## src/rtl/adpll_pkg.sv

```systemverilog
// Shared ADPLL definitions: gear encoding, default fixed-point formats and
// signed clamp helpers used by the loop filter, DCO and phase-detector blocks.
package adpll_pkg;

    typedef enum logic {
        GEAR_ACQ = 1'b0,
        GEAR_TRK = 1'b1
    } gear_e;

    localparam int DEF_ERROR_WIDTH   = 8;
    localparam int DEF_DCO_CC_WIDTH  = 9;
    localparam int DEF_ACC_WIDTH     = 16;
    localparam int DEF_KP_FRAC_WIDTH = 2;
    localparam int DEF_KI_FRAC_WIDTH = 5;

    function automatic logic signed [31:0] sat_max(input int w);
        return (32'sd1 <<< (w - 1)) - 32'sd1;
    endfunction

    function automatic logic signed [31:0] sat_min(input int w);
        return -(32'sd1 <<< (w - 1));
    endfunction

    // Clamp a sign-extended value into the range of a w-bit signed number.
    function automatic logic signed [31:0] sat_clamp(input logic signed [31:0] x, input int w);
        if (x > sat_max(w)) return sat_max(w);
        if (x < sat_min(w)) return sat_min(w);
        return x;
    endfunction

    function automatic logic sat_hit(input logic signed [31:0] x, input int w);
        return (x > sat_max(w)) || (x < sat_min(w));
    endfunction

endpackage

```

## src/rtl/lf_lock_detect.sv

```systemverilog
// Lock detector for the loop filter: error-magnitude thresholds, consecutive
// in-lock counter and the ACQ/TRACK gear state machine.
module lf_lock_detect
    import adpll_pkg::*;
#(
    parameter int ERROR_WIDTH   = DEF_ERROR_WIDTH,
    parameter int LOCK_THRESH   = 2,
    parameter int LOCK_COUNT    = 16,
    parameter int UNLOCK_THRESH = 8
) (
    input  logic                   gen_clk_i,
    input  logic                   reset_i,
    input  logic                   error_valid_i,
    input  logic [ERROR_WIDTH-1:0] error_i,
    input  logic                   sample_vld_i,
    input  logic                   force_acq_i,
    output logic                   gear_o,
    output logic                   gear_next_o
);
    localparam int CNT_W = $clog2(LOCK_COUNT + 1);

    logic [ERROR_WIDTH-1:0] err_mag;
    logic                   in_lock_q, in_lock_d;
    logic                   unlock_q, unlock_d;
    logic [CNT_W-1:0]       cnt_q, cnt_d;
    gear_e                  gear_q, gear_d;

    always_comb begin
        // Unsigned magnitude: the most negative code maps to the largest value.
        err_mag   = error_i[ERROR_WIDTH-1] ? (~error_i + ERROR_WIDTH'(1)) : error_i;
        in_lock_d = in_lock_q;
        unlock_d  = unlock_q;
        if (error_valid_i) begin
            in_lock_d = (32'(err_mag) <= LOCK_THRESH);
            unlock_d  = (32'(err_mag) > UNLOCK_THRESH);
        end

        gear_d = gear_q;
        cnt_d  = cnt_q;
        if (force_acq_i) begin
            gear_d = GEAR_ACQ;
            cnt_d  = '0;
        end else if (sample_vld_i) begin
            if (gear_q == GEAR_ACQ) begin
                if (!in_lock_q) begin
                    cnt_d = '0;
                end else if (cnt_q == CNT_W'(LOCK_COUNT - 1)) begin
                    gear_d = GEAR_TRK;
                    cnt_d  = '0;
                end else begin
                    cnt_d = cnt_q + CNT_W'(1);
                end
            end else if (unlock_q) begin
                gear_d = GEAR_ACQ;
                cnt_d  = '0;
            end
        end
    end

    always_ff @(posedge gen_clk_i) begin
        if (reset_i) begin
            in_lock_q <= 1'b0;
            unlock_q  <= 1'b0;
            cnt_q     <= '0;
            gear_q    <= GEAR_ACQ;
        end else begin
            in_lock_q <= in_lock_d;
            unlock_q  <= unlock_d;
            cnt_q     <= cnt_d;
            gear_q    <= gear_d;
        end
    end

    assign gear_o      = gear_q;
    assign gear_next_o = gear_d;

endmodule

```

## src/rtl/loop_filter_geared.sv

```systemverilog
// Geared PI loop filter: signed phase error in, saturated DCO control code out,
// two pipeline stages with the gain set chosen by the lock detector.
module loop_filter_geared
    import adpll_pkg::*;
#(
    parameter int ERROR_WIDTH   = DEF_ERROR_WIDTH,
    parameter int DCO_CC_WIDTH  = DEF_DCO_CC_WIDTH,
    parameter int KP_WIDTH      = 4,
    parameter int KP_FRAC_WIDTH = DEF_KP_FRAC_WIDTH,
    parameter int KI_WIDTH      = 6,
    parameter int KI_FRAC_WIDTH = DEF_KI_FRAC_WIDTH,
    parameter int ACC_WIDTH     = DEF_ACC_WIDTH,
    parameter int LOCK_THRESH   = 2,
    parameter int LOCK_COUNT    = 16,
    parameter int UNLOCK_THRESH = 8
) (
    input  logic                    gen_clk_i,
    input  logic                    reset_i,
    input  logic                    error_valid_i,
    input  logic [ERROR_WIDTH-1:0]  error_i,
    input  logic [KP_WIDTH-1:0]     kp_acq_i,
    input  logic [KI_WIDTH-1:0]     ki_acq_i,
    input  logic [KP_WIDTH-1:0]     kp_trk_i,
    input  logic [KI_WIDTH-1:0]     ki_trk_i,
    input  logic                    freeze_i,
    input  logic                    force_acq_i,
    output logic [DCO_CC_WIDTH-1:0] dco_cc_o,
    output logic                    dco_cc_valid_o,
    output logic                    gear_o,
    output logic                    sat_o
);
    localparam int SHIFT  = KI_FRAC_WIDTH - KP_FRAC_WIDTH;
    localparam int P_W    = ERROR_WIDTH + KP_WIDTH + 1;
    localparam int I_W    = ERROR_WIDTH + KI_WIDTH + 1;
    localparam int ACCS_W = ACC_WIDTH + 1;
    localparam int PS_W   = P_W + SHIFT;
    localparam int SUM_W  = ((PS_W > ACC_WIDTH) ? PS_W : ACC_WIDTH) + 2;
    localparam int HALF   = 1 << (KI_FRAC_WIDTH - 1);

    logic [1:0]                     vld_pipe_q, vld_pipe_d;
    logic signed [ERROR_WIDTH-1:0]  err_q, err_d;
    logic [KP_WIDTH-1:0]            kp_q, kp_d;
    logic [KI_WIDTH-1:0]            ki_q, ki_d;
    logic signed [ACC_WIDTH-1:0]    acc_q, acc_d;
    logic signed [DCO_CC_WIDTH-1:0] dco_cc_q, dco_cc_d;
    logic                           sat_q, sat_d;
    logic                           gear_next;

    logic signed [P_W-1:0]          p_prod;
    logic signed [I_W-1:0]          i_prod;
    logic signed [ACCS_W-1:0]       acc_sum;
    logic signed [ACC_WIDTH-1:0]    acc_new;
    logic signed [SUM_W-1:0]        sum, code_full;
    logic                           acc_clamp;

    lf_lock_detect #(
        .ERROR_WIDTH   (ERROR_WIDTH),
        .LOCK_THRESH   (LOCK_THRESH),
        .LOCK_COUNT    (LOCK_COUNT),
        .UNLOCK_THRESH (UNLOCK_THRESH)
    ) u_lock (
        .gen_clk_i     (gen_clk_i),
        .reset_i       (reset_i),
        .error_valid_i (error_valid_i),
        .error_i       (error_i),
        .sample_vld_i  (vld_pipe_q[0]),
        .force_acq_i   (force_acq_i),
        .gear_o        (gear_o),
        .gear_next_o   (gear_next)
    );

    // Gains follow the gear as updated on this edge, so a gear change
    // reaches the very next sample even when samples arrive back-to-back.
    always_comb begin
        vld_pipe_d = {vld_pipe_q[0], error_valid_i};
        err_d      = err_q;
        kp_d       = kp_q;
        ki_d       = ki_q;
        if (error_valid_i) begin
            err_d = error_i;
            kp_d  = (gear_next == GEAR_TRK) ? kp_trk_i : kp_acq_i;
            ki_d  = (gear_next == GEAR_TRK) ? ki_trk_i : ki_acq_i;
        end
    end

    always_comb begin
        p_prod    = P_W'(err_q) * P_W'($signed({1'b0, kp_q}));
        i_prod    = I_W'(err_q) * I_W'($signed({1'b0, ki_q}));
        acc_sum   = ACCS_W'(acc_q) + ACCS_W'(i_prod);
        acc_new   = freeze_i ? acc_q : ACC_WIDTH'(sat_clamp(32'(acc_sum), ACC_WIDTH));
        acc_clamp = !freeze_i && sat_hit(32'(acc_sum), ACC_WIDTH);
        sum       = (SUM_W'(p_prod) <<< SHIFT) + SUM_W'(acc_new);
        code_full = (sum + SUM_W'(HALF)) >>> KI_FRAC_WIDTH;

        acc_d    = acc_q;
        dco_cc_d = dco_cc_q;
        sat_d    = sat_q;
        if (vld_pipe_q[0]) begin
            acc_d    = acc_new;
            dco_cc_d = DCO_CC_WIDTH'(sat_clamp(32'(code_full), DCO_CC_WIDTH));
            sat_d    = acc_clamp || sat_hit(32'(code_full), DCO_CC_WIDTH);
        end
    end

    always_ff @(posedge gen_clk_i) begin
        if (reset_i) begin
            vld_pipe_q <= '0;
            err_q      <= '0;
            kp_q       <= '0;
            ki_q       <= '0;
            acc_q      <= '0;
            dco_cc_q   <= '0;
            sat_q      <= 1'b0;
        end else begin
            vld_pipe_q <= vld_pipe_d;
            err_q      <= err_d;
            kp_q       <= kp_d;
            ki_q       <= ki_d;
            acc_q      <= acc_d;
            dco_cc_q   <= dco_cc_d;
            sat_q      <= sat_d;
        end
    end

    assign dco_cc_o       = dco_cc_q;
    assign dco_cc_valid_o = vld_pipe_q[1];
    assign sat_o          = sat_q;

endmodule

```

## config.mk

```make
export PLATFORM = sky130hd
export DESIGN_NAME = loop_filter_geared
export DESIGN_NICKNAME = d
export VERILOG_FILES = /design/src/rtl/adpll_pkg.sv /design/src/rtl/lf_lock_detect.sv /design/src/rtl/loop_filter_geared.sv
export SDC_FILE = /design/constraint.sdc
export NUM_CORES = 1
export LEC_CHECK = 0
export ABC_CLOCK_PERIOD_IN_PS = 20100
export CORE_ASPECT_RATIO = 0.75
export CORE_UTILIZATION = 60
export CTS_BUF_LIST = sky130_fd_sc_hd__clkbuf_8
export CTS_CLUSTER_DIAMETER = 150
export DETAILED_ROUTE_END_ITERATION = 6
export PLACE_DENSITY_LB_ADDON = 0.2
export SLEW_MARGIN = 0
export SYNTH_ARGS = -nofsm -noshare
export SYNTH_HDL_FRONTEND = slang
export SYNTH_SLANG_ARGS = --single-unit
```

## constraint.sdc

```tcl
create_clock -name gen_clk_i -period 20.1 [get_ports gen_clk_i]
set_input_delay 4.02 -clock gen_clk_i [delete_from_list [all_inputs] [get_ports gen_clk_i]]
set_output_delay 4.02 -clock gen_clk_i [all_outputs]
set_load 0.05 [all_outputs]
```

* Word-level counts from Yosys, hierarchy flattened
Cells that the tools add are included.
** Storage, ports and cells
- Logic and storage cells :: 64
- Bits in registers :: 54
** Cells by class
- Bitwise operators :: 1
- Eq/ne operators :: 2
- $lt $le $gt $ge :: 6
- Mux-type cells :: 30
- Add/subtract/negate cells :: 5
- Reductions and logical operators :: 7
- $mul :: 2
** Operators by type and width (number)
- $mux W16 :: 5
- $mux W9 :: 4
- $mux W5 :: 4
- $add A17 B6 Y18 const B :: 1
- $add A16 B15 Y17 :: 1
- $add A16 B16 Y17 :: 1
- $gt A17 B16 Y1 const B :: 1
- $lt A17 B16 Y1 const B :: 1
- $mul A8 B7 Y15 :: 1
- $mux W1 :: 14
- $gt A13 B9 Y1 const B :: 1
- $lt A13 B9 Y1 const B :: 1
- $mul A8 B5 Y13 :: 1
- $add A8 B1 Y8 const B :: 1
- $gt A8 B4 Y1 const B :: 1
- $le A8 B2 Y1 const B :: 1
- $mux W8 :: 1
- $not A8 Y8 :: 1
- $mux W6 :: 1
- $add A5 B1 Y5 const B :: 1
- $eq A5 B4 Y1 const B :: 1
- $mux W4 :: 1
- $logic_or A1 B1 Y1 :: 3
- $ne A2 B1 Y1 const B :: 1
- other kinds (4) :: 4

* Longest topological paths before layout
Gate-level depths: netlist (run 1).
- Depth in word-level cells :: 17
- Mapped depth :: 36
- Gate-level depth less buffers :: 33

* Cells and area by module
From an unflattened synthesis (run 1), not the netlist that was laid out.
** Unflattened totals
- Cell total of the unflattened synthesis :: 885
- Area, all modules :: 7322.0 sq um
** By module, submodules not included
- loop_filter_geared :: area each 6775.2 sq um, times used 1, seq. area each 920.9 sq um, cells each 820
- lf_lock_detect :: area each 546.8 sq um, times used 1, seq. area each 160.2 sq um, cells each 65

* Least setup slack after synthesis (run 1)
No wires, ideal clock.
- Path type :: reg2reg
- From :: register err_q[3]
- To :: register dco_cc_q[6] (netlist: dco_cc_o[6])
- Arrival time :: 7.612 ns
- Period minus slack after synthesis :: 7.744 ns
- Setup time :: 0.132 ns
- Buffers on the path :: 2
- Path slack :: 12.356 ns
- Data required time :: 19.968 ns
- Stages on the path, launching flop included :: 35
- Cells stage by stage :: dfxtp_1 clkbuf_1 and2_1 fa_1 inv_1 fa_1 inv_1 fa_1 inv_1 fa_1 inv_1 ha_1 a21o_1 a221oi_2 o21ai_2 a311o_1 xnor2_2 clkbuf_1 maj3_1 mux2i_1 ha_1 a211oi_1 o21ai_0 fa_1 nor2b_1 o21ai_0 a21oi_1 o21ai_0 a21oi_1 a21o_1 nor2_1 xnor2_1 a31o_2 a21oi_2 o41ai_2
** On the way
- Word-level cells in the longest chain between the ends :: 16
** Ends and longest elaborated chain
- from (decl) :: line loop_filter_geared.sv:41 : logic signed [ERROR_WIDTH-1:0] err_q, err_d;
- from (signal assigned) :: line loop_filter_geared.sv:116 : err_q <= err_d;
- $mul A8 B7 Y15 :: line loop_filter_geared.sv:88 : i_prod = I_W'(err_q) * I_W'($signed({1'b0, ki_q}));
- $add A16 B15 Y17 :: line loop_filter_geared.sv:89 : acc_sum = ACCS_W'(acc_q) + ACCS_W'(i_prod);
- $lt A17 B16 Y1 :: line adpll_pkg.sv:27 : if (x < sat_min(w)) return sat_min(w);
- $mux W1 (2 in series) :: line adpll_pkg.sv:27
- $mux W16 :: line adpll_pkg.sv:28 : return x;
- $mux W16 :: line adpll_pkg.sv:27
- $mux W16 :: line loop_filter_geared.sv:90 : acc_new = freeze_i ? acc_q : ACC_WIDTH'(sat_clamp(32'(acc_sum), ACC_WIDTH));
- $add A16 B16 Y17 * :: line loop_filter_geared.sv:92 : sum = (SUM_W'(p_prod) <<< SHIFT) + SUM_W'(acc_new);
- $add A17 B6 Y18 * :: line loop_filter_geared.sv:93 : code_full = (sum + SUM_W'(HALF)) >>> KI_FRAC_WIDTH;
- $lt A13 B9 Y1 :: line adpll_pkg.sv:27
- $mux W1 (2 in series) :: line adpll_pkg.sv:27
- $mux W1 :: line loop_filter_geared.sv:98 : if (vld_pipe_q[0]) begin
- $mux W9 :: line adpll_pkg.sv:28
- $mux W9 * :: line adpll_pkg.sv:27
- to (signal assigned) :: line loop_filter_geared.sv:120 : dco_cc_q <= dco_cc_d;
- to (decl) :: line loop_filter_geared.sv:45 : logic signed [DCO_CC_WIDTH-1:0] dco_cc_q, dco_cc_d;
Mark *: on every way between the ends. The rest lies on a longest branch, timed or not. The select of a mux whose other input is x is not followed.
A chain may end at the register's enable or synchronous reset.

* Worst setup path after layout (run 1)
- From :: register err_q[3]
- To :: register dco_cc_q[2] (netlist: dco_cc_o[2])
Same word-level chain as after synthesis.

==> results of run 1 <==
## layout make-up
type / count / area [um2]
clock buffers: 6 / 82.6
repair buffers: 45 / 443
fillers: 956 / 3830
inverters: 160 / 601
well taps: 162 / 203
multi-input cells: 613 / 5320
clock inverters: 2 / 16.3
flip-flops and latches: 54 / 1080
## state kept, by name (all words and copies together), names as in the netlist
name / flops
dco_cc_o: 9
vld_pipe_q: 2
sat_o: 1
ki_q: 6
u_lock.cnt_q: 5
acc_q: 16
u_lock.unlock_q: 1
err_q: 8
u_lock.gear_o: 1
u_lock.in_lock_q: 1
kp_q: 4
## cells by family (layout without fill, tap and decap cells)
| group | count (synthesis) | count (layout) | synth area share (%) |
|---|---|---|---|
| flip-flops | 54 | 54 | 15.2 |
| AND/OR/NAND/NOR | 233 | 233 | 15.9 |
| AO/OA/AOI/OAI | 164 | 164 | 15.6 |
| buffers and inverters | 195 | 213 | 10.3 |
| XOR/XNOR | 35 | 35 | 4.40 |
| multiplexers | 21 | 21 | 2.95 |
| adder cells (fa/ha/maj) | 160 | 160 | 35.6 |
## metal layers
metal	track usage [%]	vias to the layer above	part of all wire, %
li1	-	2842	-
met1	39.3	2806	46
met2	48.8	203	45
met3	4.07	24	6.8
met4	7.35	0	1.8
met5	0	-	0
## worst min-delay path: cells and delay by family (launching register included)
family | cells | cell delay (ns)
DFF | 1 | 0.33
and+or+nand+nor | 1 | 0.06
AOI/OAI and AO/OA | 1 | 0.06
## report_power, final
group	switching (uW)	internal, uW
combinational	126	81.8
clock	40.6	28.5
sequential	11.3	116
## stage by stage
step | worst slack [ns] | hold slack [ns]
after CTS | 11.50 | 0.487
after floorplan | 12.36 | 0.445
after global placement | 11.82 | 0.466
after detailed placement | 11.54 | 0.466
after global routing | 10.84 | 0.519
final | 11.43 | 0.488
## final timing paths
| path | slack [ns] | from | depth (start not counted) | to |
|---|---|---|---|---|
| max | 11.43 | err_q[3] | 32 | dco_cc_o[2] |
| min | 0.49 | u_lock.in_lock_q | 2 | u_lock.in_lock_q |
| max reg2reg | 11.43 | err_q[3] | 32 | dco_cc_o[2] |
| min reg2reg | 0.49 | u_lock.in_lock_q | 2 | u_lock.in_lock_q |
## cell usage in the layout, fill, tap and decap left out, types with 19 or more instances in the layout
cell type        count
dfxtp_1             54
mux2i_1             21
ha_1                86
nor2_1              67
nand2_1             56
inv_1              159
o21ai_0             19
xnor2_1             23
fa_1                72
a21oi_1             53
a211oi_1            21
and2_1              50
clkdlybuf4s50_1     43
==> results by group, run 1 <==
Outcome
  – Status: completed

Final layout
  – Area delta synth->final: 8.56%
  – Fin cells: 1042
  – Share of layout cells above drive strength 1: 3.07%
  – Number of diodes: 0
  – Final instance area: 7740 um2
  – Layout net count: 1070
  – Fin util: 66.9%

Placed design
  – RD Place Congestion: 0.915
  – Placed cell count: 1034
  – Input/output buffers: 44
  – Detailed placement HPWL: 13200 um
  – Placed Area: 7640 um2

Routing
  – Routed via count: 5875
  – DRT iter0 DRCs: 415
  – DRC errors left: 0
  – Routed Wire Length: 16500 um
  – Wirelength per Cell: 15.8 um
  – Via-to-Cell Ratio: 5.64
  – Pre-antenna DRT Iters: 5
  – Final ANT Viol Nets: 0

Clock network
  – CTS tree: yes
  – Clk Latency, worst-skew pair: 0.33 ns
  – Max clock buf depth: 2
  – Worst-path clk slew: 0.11 ns
  – Hold-fix buffers at CTS: 0
  – CTS root buffer: clkbuf_8
  – CTS Buf Count: 5
  – PostCTS Resize Cnt: 0
  – Post-CTS Setup Inserts: 0
  – Clk sink count: 54
  – H-tree depth: 2

Power
  – Peak VDD IR: 0.0432 mV
  – Final Power: 404 uW
  – Pleak: 0.00377 uW
  – PD cells: 52.2 nW/um2

Floorplan
  – Die footprint: 12300 um2
  – Core Region: 11600 um2
  – Die outline width: 128 um
  – # rows: 34
  – Initial Util: 61.6%
  – Die H: 96.4 um
  – Ports: 45

Hold path
  – Hold Path Class: flop to flop

Timing
  – RSZ-0062 raised after global routing: no
  – Crit path time final: 8.67 ns
  – Setup Skew: 0.0105 ns
  – Worst Tran Pin Value: 1.34 ns
  – Fin. max-slew vios: 0
  – Max-slew headroom: 10.3%
  – Setup TNS: 0 ns
  – Final Hold Fails: 0
  – Final setup violation count: 0
  – Crit share post-route: 43.1%
  – Fmax: 0.115 GHz

Synthesis
  – Synth top area share: 20.2%
  – Register area share after synthesis: 15.2%
  – Asr flop ratio synth: 0%
  – Synth Cell Area: 7130 um2
  – Number of synthesized flops with an enable pin: 0
  – #FFs+latches synth: 54
  – Yosys warns: 0
  – Distinct cells, synth: 64
  – Dominant cells by area after synthesis: fa_1, dfxtp_1, ha_1
  – Avg Cell Area, Syn: 8.27 um2
  – Net Count, Synth: 1053
  – Largest area contributor in the netlist: fa_1
  – Cell with the most instances after synthesis: inv_1
  – Prevailing post-synth register cell: dfxtp_1
  – Mapped Cells: 862
  – Top post-synthesis cells by count: inv_1, ha_1, fa_1

Critical path
  – Buf+Inv Stages, Crit Path: 4
  – CP max stage delay: 0.54 ns
  – Crit path max-delay family: adder cells
  – Crit start category: flop
  – CP max-delay cell: fa_1
  – CP Data Required Time: 20.28 ns
  – CP max FO: 11
  – Crit path top cell by count: fa_1
  – WP data arrival: 8.85 ns
  – CP endpoint kind: flop
  – Kind of critical path: flop to flop

Global routing
  – GR Overflow Total: 0
  – First-pass GRT wire length: 28000 um
  – Initial antenna violation count: 0
  – Largest net degree at the start of global routing: 63
  – Total Routing Usage GR: 28.9%
  – Vias in the first global route: 5945

Run
  – Max cap viols: 0
(Power assumes the default switching activity.)
==> run 2: changes to the inputs <==
ABC_CLOCK_PERIOD_IN_PS = 7500   (was 20100)
CORE_UTILIZATION = 57   (was 60)
clock period = 7.5 ns   (was 20.1 ns; I/O delays follow)
==> run 2 against run 1 <==
  * Worst hold slack got worse by 0.011 ns
  * Flip-flop and latch count stayed put
  * Via count up 1.5%
  * Sequential power grew to 2.6 times the previous value
  * Global-route usage fell by 0.47 points
  * Setup slack worse by 11 ns
  * Largest cell class unchanged
  * Count of clock-buffer cells in the layout unchanged
  * Combinational power grew to 3.2 times the previous value
  * Clock power grew to 2.6 times the previous value
  * Power rose to 2.9 times the previous value
==> results by group, run 2 (synthesis gave the netlist of run 1 again) <==
Outcome
  – Status: completed

Clock network
  – CTS tree: yes
  – CTS Buf Count: 5 (unchanged)
  – Clk sink count: 54 (unchanged)
  – H-tree depth: 2 (unchanged)
  – Hold-fix buffers at CTS: 0 (unchanged)
  – Max clock buf depth: 2 (unchanged)
  – CTS root buffer: clkbuf_8
  – Worst-path clk slew: 0.11 ns (about the same)
  – Clk Latency, worst-skew pair: 0.33 ns (about the same)

Floorplan
  – Initial Util: 60.1% (-1.5 points)
  – Core Region: 11900 um2 (+2.6%)
  – Die H: 98.9 um (+2.5%)
  – Die footprint: 13000 um2 (+5.2%)
  – Die outline width: 131 um (+2.6%)
  – Ports: 45 (unchanged)
  – # rows: 34 (unchanged)

Hold path
  – Worst Hold Launch: u_lock.in_lock_q
  – Hold Path Class: flop to flop

Final layout
  – Most frequent cells in the layout: inv_1, ha_1, fa_1
  – Largest register FFs: 16 (unchanged)
  – Number of diodes: 0 (unchanged)
  – Share of layout cells above drive strength 1: 13.8% (+11 points)
  – Multi-input logic area: 5550 um2 (+4.3%)
  – Area delta synth->final: 18.0%
  – Commonest non-fill, non-tap cell in the layout: inv_1
  – Largest Register: acc_q
  – Layout net count: 1123 (+5.0%)
  – Fin util: 70.9% (+4.0 points)
  – FF+latch area: 1100 um2 (+1.9%)
  – Fillers: 925 (-3.2%)

Routing
  – Routed via count: 5966 (+1.5%)
  – Wirelength per Cell: 15.9 um (+0.62%)
  – DRT iter0 DRCs: 395 (-4.8%)
  – Via-to-Cell Ratio: 5.45 (-3.4%)
  – Final ANT Viol Nets: 0 (unchanged)
  – Routed Wire Length: 17400 um (+5.7%)
  – DRC errors left: 0 (unchanged)
  – Pre-antenna DRT Iters: 5 (unchanged)

Timing
  – Setup WS post-layout: 0.0586 ns (-11.37 ns)
  – Final Hold Fails: 0 (unchanged)
  – Max-slew headroom: 18.6% (+8.3 points)
  – Worst Tran Pin Value: 1.22 ns (-0.119 ns)
  – RSZ-0062 raised after global routing: yes
  – Fmax: 0.134 GHz (+17%)
  – Crit share post-route: 99.2% (+56 points)
  – Final setup violation count: 0 (unchanged)
  – Fin. max-slew vios: 0 (unchanged)
  – Setup Skew: 0.0154 ns (+0.00497 ns)
  – Crit path time final: 7.44 ns (-1.23 ns)

Power
  – P_int: 676 uW (+200%)
  – Clock power frac: 15.2% (-1.9 points)
  – Peak VDD IR: 0.142 mV (+230%)
  – Combinational Power Share: 56.6% (+5.2 points)
  – Pleak: 0.00406 uW (+7.9%)
  – Final Power: 1190 uW (+190%)
  – Sw Share: 43.1% (-0.88 points)
  – NetSw: 513 uW (+190%)
  – Register share of total power: 28.1% (-3.4 points)
  – PD cells: 141 nW/um2 (+170%)

Global routing
  – GR Overflow Total: 0 (unchanged)
  – Largest net degree at the start of global routing: 63 (unchanged)
  – Vias in the first global route: 6091 (+2.5%)
  – First-pass GRT wire length: 29600 um (+5.9%)
  – Initial antenna violation count: 0 (unchanged)
  – Total Routing Usage GR: 28.4% (-0.47 points)

Critical path
  – WP data arrival: 7.68 ns (-1.17 ns)
  – CP max-delay cell: fa_1
  – CP max stage delay: 0.52 ns (-0.02 ns)
  – CP max FO: 5 (-6)
  – Crit Reg-Reg Startpoint: ki_q[3]
  – Critical Path Source: ki_q[3]
  – Kind of critical path: flop to flop
  – CP endpoint kind: flop
  – Crit start category: flop
  – CP Data Required Time: 7.74 ns (-12.54 ns)

Placed design
  – Pre-CTS setup slack: -0.310 ns (-11.85 ns)
  – RD Place Congestion: 0.936 (+2.3%)
  – Detailed placement HPWL: 13800 um (+5.2%)
  – Input/output buffers: 44 (unchanged)

Run
  – Max cap viols: 0 (unchanged)
## run 2: cell count changes in the layout (fill, tap and decap cells not counted), moves of 5 or more
| cell | change |
|---|---|
| a21oi_1 | -7 |
| a21oi_2 | +6 |
| buf_4 | +48 |
| dfxtp_1 | -8 |
| ha_1 | -6 |
| ha_4 | +5 |
## run 2: path summary, 6_finish.rpt
kind / endpoint / slack [ns] / depth (start not counted)
hold reg to reg: u_lock.in_lock_q / 0.48 / 2
setup reg to reg: sat_o / 0.06 / 32
hold / removal: u_lock.in_lock_q / 0.48 / 2
setup / recovery: sat_o / 0.06 / 32
## run 2: layout make-up
type                    count  share of cell area, %
repair buffers             98                   10.4
flip-flops and latches     54                   13.1
clock buffers               6                  0.981
inverters                 160                   7.14
well taps                 162                   2.41
clock inverters             2                  0.149
multi-input cells         613                   65.9
## run 2: worst max-delay path, delay by kind of cell (launching register included)
| family | cells | cell delay, ns |
|---|---|---|
| AO/OA/AOI/OAI | 14 | 2.74 |
| XOR/XNOR | 2 | 0.42 |
| adder cells (fa/ha/maj) | 8 | 3.23 |
| buffers and inverters | 4 | 0.19 |
| flip-flops | 1 | 0.37 |
| multiplexers | 1 | 0.06 |
| AND/OR/NAND/NOR | 3 | 0.34 |
## run 2: metrics by stage
step | TNS [ns] | instance area [um2] | hold WS, ns | cells
global route | -1.84 | 8420 | 0.524 | 1095
CTS | 0 | 8200 | 0.481 | 1092
floorplan | 0 | 7160 | 0.445 | 862
global placement | 0 | 7970 | 0.461 | 1074
detailed placement | -2.44 | 7970 | 0.466 | 1074
finish | 0 | 8420 | 0.477 | 1095
## run 2: repair_timing
| action | 4_1_cts | 5_1_grt |
|---|---|---|
| pin swaps | 19 | 26 |
| resized for setup | 24 | 38 |
| setup endpoints to repair | 9 | 9 |
| buffers inserted | 10 | 4 |
| hold endpoints to repair | 0 | 0 |
## run 2: power by group through the flow
stage / registers [uW] / logic, uW / clock network [uW]
5_1_grt: 338 / 738 / 194
6_report: 335 / 673 / 181
3_5_place_dp: 340 / 601 / 0
2_1_floorplan: 370 / 386 / 0
4_1_cts: 334 / 622 / 183
3_3_place_gp: 339 / 584 / 0
## run 2: routing by layer
metal  global-route usage (%)  share of wire [%]  routed length [um]
met1                     40.7                 49                8510
met2                     45.3                 44                7700
met3                     3.76                5.1                 884
met4                     7.33                2.0                 354
met5                        0                  0                   0
